## config.mk

```make
export PLATFORM = sky130hd
export DESIGN_NAME = layer3_conv_sequencer
export DESIGN_NICKNAME = d
export VERILOG_FILES = /design/src/rtl/layer3_conv_sequencer_pkg.sv /design/src/rtl/layer3_tap_addr_gen.sv /design/src/rtl/layer3_conv_sequencer.sv
export SDC_FILE = /design/constraint.sdc
export NUM_CORES = 1
export LEC_CHECK = 0
export CAP_MARGIN = 20
export CORE_MARGIN = 1
export CORE_UTILIZATION = 30
export DETAILED_ROUTE_END_ITERATION = 7
export GPL_ROUTABILITY_DRIVEN = 0
export PLACE_DENSITY = 0.52
export REMOVE_ABC_BUFFERS = 1
export SYNTH_ARGS = -nofsm -noshare
export SYNTH_HDL_FRONTEND = slang
export SYNTH_SLANG_ARGS = --single-unit
```

## constraint.sdc

```tcl
create_clock -name i_clk_in -period 4.3 [get_ports i_clk_in]
set_clock_uncertainty 0.1 [all_clocks]
set_input_delay 0.86 -clock i_clk_in [delete_from_list [all_inputs] [get_ports i_clk_in]]
set_output_delay 0.86 -clock i_clk_in [all_outputs]
set_load 0.05 [all_outputs]
```

## src/rtl/layer3_conv_sequencer_pkg.sv

```systemverilog
// Shared definitions for the layer-3 convolution sequencer: geometry,
// derived output-map size and FSM state encodings.
package layer3_conv_sequencer_pkg;

  localparam int IN_W         = 12;
  localparam int IN_H         = 12;
  localparam int FILTER_W     = 5;
  localparam int RD_LAT       = 1;
  localparam int ADDR_W       = 8;

  localparam int TAPS_PER_PIX = FILTER_W * FILTER_W;
  localparam int OUT_W        = IN_W - FILTER_W + 1;
  localparam int OUT_H        = IN_H - FILTER_W + 1;

  localparam int K_W          = $clog2(FILTER_W);
  localparam int WGT_W        = 5;
  localparam int PIX_W        = 4;

  typedef enum logic [2:0] {
    ST_IDLE = 3'd0,
    ST_TAPS = 3'd1,
    ST_WAIT = 3'd2,
    ST_EMIT = 3'd3,
    ST_DONE = 3'd4
  } state_t;

  // Weight-ROM tap index for kernel position (ky, kx), kx fastest
  function automatic logic [WGT_W-1:0] tap_index(input logic [K_W-1:0] ky,
                                                 input logic [K_W-1:0] kx);
    return WGT_W'(ky) * WGT_W'(FILTER_W) + WGT_W'(kx);
  endfunction

endpackage

```

## src/rtl/layer3_tap_addr_gen.sv

```systemverilog
// Kernel tap walker: kx/ky counters, feature-RAM and weight-ROM address
// generation for the current output pixel, and the last-tap flag.
// Addresses are recomputed from the counters every cycle, so nothing drifts.
module layer3_tap_addr_gen
  import layer3_conv_sequencer_pkg::*;
(
  input  logic              i_clk_in,
  input  logic              i_rst,
  input  logic              i_clear,
  input  logic              i_step,
  input  logic [PIX_W-1:0]  i_pix_x,
  input  logic [PIX_W-1:0]  i_pix_y,
  output logic [ADDR_W-1:0] o_feat_addr,
  output logic [WGT_W-1:0]  o_wgt_addr,
  output logic              o_last_tap
);

  localparam logic [K_W-1:0] K_LAST = K_W'(FILTER_W - 1);

  logic [K_W-1:0]    r_kx;
  logic [K_W-1:0]    r_ky;
  logic [ADDR_W-1:0] w_row;
  logic [ADDR_W-1:0] w_col;

  // Step through the kernel, kx fastest, wrapping back to (0,0) after the last tap
  always_ff @(posedge i_clk_in or posedge i_rst) begin
    if (i_rst) begin
      r_kx <= '0;
      r_ky <= '0;
    end else if (i_clear) begin
      r_kx <= '0;
      r_ky <= '0;
    end else if (i_step) begin
      if (r_kx == K_LAST) begin
        r_kx <= '0;
        r_ky <= (r_ky == K_LAST) ? '0 : r_ky + K_W'(1);
      end else begin
        r_kx <= r_kx + K_W'(1);
      end
    end
  end

  assign w_row       = ADDR_W'(i_pix_y) + ADDR_W'(r_ky);
  assign w_col       = ADDR_W'(i_pix_x) + ADDR_W'(r_kx);
  assign o_feat_addr = w_row * ADDR_W'(IN_W) + w_col;
  assign o_wgt_addr  = tap_index(r_ky, r_kx);
  assign o_last_tap  = (r_kx == K_LAST) && (r_ky == K_LAST);

endmodule

```

## src/rtl/layer3_conv_sequencer.sv

```systemverilog
// Layer-3 5x5 convolution sequencer: walks the output map in raster order,
// issues 25 feature/weight tap reads per pixel, waits for the datapath and
// hands each result downstream with a valid/ready handshake.
// Optional build macro LAYER3_SEQ_PERF_EN adds busy-cycle and output-stall
// counters on o_perf_cycles / o_perf_stall.
module layer3_conv_sequencer
  import layer3_conv_sequencer_pkg::*;
(
  input  logic              i_clk_in,
  input  logic              i_rst,
  input  logic              i_frame_start,
  output logic              o_busy,
  output logic              o_done,
  output logic              o_feat_rd_en,
  output logic [ADDR_W-1:0] o_feat_addr,
  output logic [WGT_W-1:0]  o_wgt_addr,
  output logic              o_conv_start,
  input  logic              i_conv_ready,
  output logic              o_out_valid,
  input  logic              i_out_ready,
  output logic [PIX_W-1:0]  o_out_x,
  output logic [PIX_W-1:0]  o_out_y
`ifdef LAYER3_SEQ_PERF_EN
  ,
  output logic [31:0]       o_perf_cycles,
  output logic [31:0]       o_perf_stall
`endif
);

  localparam logic [PIX_W-1:0] X_LAST = PIX_W'(OUT_W - 1);
  localparam logic [PIX_W-1:0] Y_LAST = PIX_W'(OUT_H - 1);

  state_t              r_state;
  state_t              w_state_next;
  logic [PIX_W-1:0]    r_pix_x;
  logic [PIX_W-1:0]    r_pix_y;
  logic [RD_LAT-1:0]   r_start_dly;
  logic                w_frame_accept;
  logic                w_handshake;
  logic                w_last_pix;
  logic                w_last_tap;
  logic                w_tap0;

  assign w_frame_accept = (r_state == ST_IDLE) && i_frame_start;
  assign w_handshake    = (r_state == ST_EMIT) && i_out_ready;
  assign w_last_pix     = (r_pix_x == X_LAST) && (r_pix_y == Y_LAST);
  assign w_tap0         = (r_state == ST_TAPS) && (o_wgt_addr == '0);

  layer3_tap_addr_gen u_tap_addr_gen (
    .i_clk_in    (i_clk_in),
    .i_rst       (i_rst),
    .i_clear     (w_frame_accept),
    .i_step      (r_state == ST_TAPS),
    .i_pix_x     (r_pix_x),
    .i_pix_y     (r_pix_y),
    .o_feat_addr (o_feat_addr),
    .o_wgt_addr  (o_wgt_addr),
    .o_last_tap  (w_last_tap)
  );

  // FSM state register
  always_ff @(posedge i_clk_in or posedge i_rst) begin
    if (i_rst) r_state <= ST_IDLE;
    else       r_state <= w_state_next;
  end

  // FSM next-state: conv_ready only counts once the last tap has been issued
  always_comb begin
    w_state_next = r_state;
    case (r_state)
      ST_IDLE: if (i_frame_start) w_state_next = ST_TAPS;
      ST_TAPS: if (w_last_tap)    w_state_next = ST_WAIT;
      ST_WAIT: if (i_conv_ready)  w_state_next = ST_EMIT;
      ST_EMIT: if (i_out_ready)   w_state_next = w_last_pix ? ST_DONE : ST_TAPS;
      ST_DONE: w_state_next = ST_IDLE;
      default: w_state_next = ST_IDLE;
    endcase
  end

  // FSM outputs decoded from the current state
  always_comb begin
    o_busy       = 1'b0;
    o_done       = 1'b0;
    o_feat_rd_en = 1'b0;
    o_out_valid  = 1'b0;
    case (r_state)
      ST_TAPS: begin
        o_busy       = 1'b1;
        o_feat_rd_en = 1'b1;
      end
      ST_WAIT: o_busy = 1'b1;
      ST_EMIT: begin
        o_busy      = 1'b1;
        o_out_valid = 1'b1;
      end
      ST_DONE: o_done = 1'b1;
      default: ;
    endcase
  end

  // Output-pixel raster counters, advanced only on an accepted result
  always_ff @(posedge i_clk_in or posedge i_rst) begin
    if (i_rst) begin
      r_pix_x <= '0;
      r_pix_y <= '0;
    end else if (w_frame_accept) begin
      r_pix_x <= '0;
      r_pix_y <= '0;
    end else if (w_handshake) begin
      if (r_pix_x == X_LAST) begin
        r_pix_x <= '0;
        r_pix_y <= (r_pix_y == Y_LAST) ? '0 : r_pix_y + PIX_W'(1);
      end else begin
        r_pix_x <= r_pix_x + PIX_W'(1);
      end
    end
  end

  assign o_out_x = r_pix_x;
  assign o_out_y = r_pix_y;

  // Delay the tap-0 strobe by the feature-RAM latency so conv_start meets tap-0 data
  always_ff @(posedge i_clk_in or posedge i_rst) begin
    if (i_rst) begin
      r_start_dly <= '0;
    end else begin
      r_start_dly[0] <= w_tap0;
      for (int i = 1; i < RD_LAT; i++) r_start_dly[i] <= r_start_dly[i-1];
    end
  end

  assign o_conv_start = r_start_dly[RD_LAT-1];

`ifdef LAYER3_SEQ_PERF_EN
  logic [31:0] r_perf_cycles;
  logic [31:0] r_perf_stall;

  // Busy and downstream-stall cycle counters; cleared when a frame is accepted
  always_ff @(posedge i_clk_in or posedge i_rst) begin
    if (i_rst) begin
      r_perf_cycles <= '0;
      r_perf_stall  <= '0;
    end else if (w_frame_accept) begin
      r_perf_cycles <= '0;
      r_perf_stall  <= '0;
    end else begin
      if (o_busy) r_perf_cycles <= r_perf_cycles + 32'd1;
      if ((r_state == ST_EMIT) && !i_out_ready) r_perf_stall <= r_perf_stall + 32'd1;
    end
  end

  assign o_perf_cycles = r_perf_cycles;
  assign o_perf_stall  = r_perf_stall;
`endif

endmodule

```

==> results_dict.tcl <==
set metrics [dict create \
    ys_seq_area_share_pct 25.4 \
    cts-buffers-inserted 3 \
    gr-total-overflow 0 \
    path_class "reg2out" \
    synth_area_leaders "dfrtp_1 (25%), ha_1 (19%), a21oi_1 (4.5%)" \
    synth_top_area_share_pct 25.4 \
    antenna_found_initial 0 \
    grt_usage_pct 13.7 \
    synth_edf_count 0 \
    first_pass_iters 4 \
    end_kind "output port" \
    clkLatencyLatePin_ps 250 \
    hold_viol_final 0 \
    pin_count 31 \
    htree_levels 1 \
    arrival_ps 3210 \
    clock_path_buffers 2 \
    nFillCells 591 \
    vias 1493 \
    setup_viol 0 \
    max_cap_viol_count 0 \
    diodes 0 \
    clk_pin_slew_ps 80 \
    row_count 27 \
    synth_ff_type "dfrtp_1" \
    startpoint "o_out_y[0]$_DFFE_PP0P_" \
    grt_max_degree 19 \
    slew_headroom_pct 52.5 \
    vias_per_cell 4.93 \
    post-route-util_pct 41.0 \
    drcViolationCount 0 \
    root_buffer "clkbuf_8" \
    cp-start-kind "register" \
    ant_nets 0 \
    critPathRequiredTime_ps 3340 \
    coreArea_um2 5610 \
    syn-cell-area_um2 1770 \
    netlist_top_cells_count "ha_1 (27), dfrtp_1 (18), nor2_1 (17), a21oi_1 (16), inv_1 (16)" \
    placed_cells 297 \
    outcome "finished, final reports clean" \
    synth.most_common_cell "ha_1" \
    syn_to_final_growth_pct 29.8 \
    first_global_vias 1420 \
    cts.hold.buffers_added 0 \
    p_leak_nw 1.07 \
    timing.rr.start "u_tap_addr_gen.r_ky[2]$_DFFE_PP0P_" \
    max_freq_mhz 240 \
    portBuffers 30 \
    layout_min_cycle_time_ps 4170 \
    final_cell_area_um2 2300 \
    hold_class "reg2reg" \
    yosysWarnings 0 \
    finalPower_w 0.00183 \
    synth-async-reset-ratio_pct 100 \
    die-width_um 78.9 \
    synth_largest_area_cell "dfrtp_1" \
    initialDrtViolationCount 60 \
    fin_cells 303 \
    ir_worst_vdd_mv 1.12 \
    syn_inst 198 \
    placed_area_um2 2180 \
    die-area_um2 6220 \
    hp-start "r_state[2]$_DFFE_PP0P_" \
    worstMarginPinSlew_ps 712 \
    cp_max_fo 9 \
    power_density_nw_per_um2 795 \
    postSynthAreaPerCell_um2 8.95 \
    fp.dieH_um 78.9 \
    finalCritPeriodShare_pct 97.1 \
    finalWirelength_um 3870 \
    wl_per_cell_um 12.8 \
    start_util_pct 31.6 \
    cts_tree "built" \
    cts.sink_count 18 \
    finalMaxSlewViolations 0 \
    final_nets 268 \
    holdWs_ps 464 \
    grt_pass1_wl_um 6740 \
    synth-seq-cells 18 \
    drive_above_1_share_pct 14.3 \
    synth.distinct_cells 45 \
    hpwl_um 3080 \
]
repair_timing:
| item | 4_1_cts | 5_1_grt |
|---|---|---|
| endpoints found under the setup margin | 2 | 2 |
| pin swaps | 1 | 4 |
| setup buffers | 2 | 0 |
| endpoints found under the hold margin | 0 | 0 |
| gates resized for setup | 1 | 9 |
layout by cell type, fill, tap and decap left out, types with 5 or more instances in the layout:
cell type	n
clkdlybuf4s50_1	25
o21ai_0	6
ha_1	25
a21oi_1	15
buf_4	6
a21o_1	5
nor2_1	17
inv_1	16
dfrtp_1	17
nand2_1	13
xnor2_1	8
flip-flops by register name (all words and copies together) (netlist names):
signal and cells:
o_conv_start 1, o_out_x 4, o_out_y 4, u_tap_addr_gen.r_kx 3, u_tap_addr_gen.r_ky 3, r_state 3
power by group:
part	switching [W]	internal, W
Sequential	0.0000589	0.000208
Clock	0.0000582	0.0000813
Combinational	0.000899	0.000525
layer usage:
metal	wire length (µm)	vias up	track usage, %
met5	0	-	0
met4	10	0	2.73
met3	83	2	1.38
met2	1880	21	23.9
met1	1900	704	18.2
li1	-	766	-
final cells by class:
cell class | count | area [µm²] | share of cell area (%)
multi-input combinational | 157 | 1280 | 55.7
sequential | 18 | 452 | 19.6
timing repair buffer | 34 | 355 | 15.4
tap | 72 | 90.1 | 3.92
inverter | 18 | 67.6 | 2.94
clock buffer | 4 | 55.1 | 2.39
worst max-delay path: stages, from the launching register on:
cell and delay [ps]:
dfrtp_1 440, ha_1 260, fa_2 640, ha_2 250, ha_1 250, ha_1 350, a21oi_1 240, nand4bb_4 200
xor2_2 180, buf_12 160
metrics by stage:
step	setup TNS, ps	setup WS [ps]
6_report	0	126
2_1_floorplan	-453	-251
5_1_grt	-10.3	-5.41
3_5_place_dp	0	210
3_3_place_gp	0	263
4_1_cts	0	36.3
kinds of logic after synthesis:
kind of cell / count (synthesis) / synth area share (%)
AOI/OAI and AO/OA: 38 / 14.4
xor gates and xnor gates: 14 / 7.34
buffers and inverters: 23 / 5.08
muxes: 4 / 2.26
and+or+nand+nor: 70 / 21.9
DFF: 18 / 25.4
adders and majority gates: 31 / 23.6
final timing paths:
path,end,slack (ps),depth (start not counted)
setup reg to reg,o_conv_start$_DFF_PP0_,1830,7
max in group asynchronous,u_tap_addr_gen.r_ky[0]$_DFFE_PP0P_,2680,2
setup / recovery,o_feat_addr[7],130,9
hold reg to reg,r_state[1]$_DFFE_PP0P_,460,1
hold / removal,r_state[1]$_DFFE_PP0P_,460,1
min in group asynchronous,u_tap_addr_gen.r_kx[1]$_DFFE_PP0P_,920,2
No activity file was read; power rests on OpenSTA's default activity.
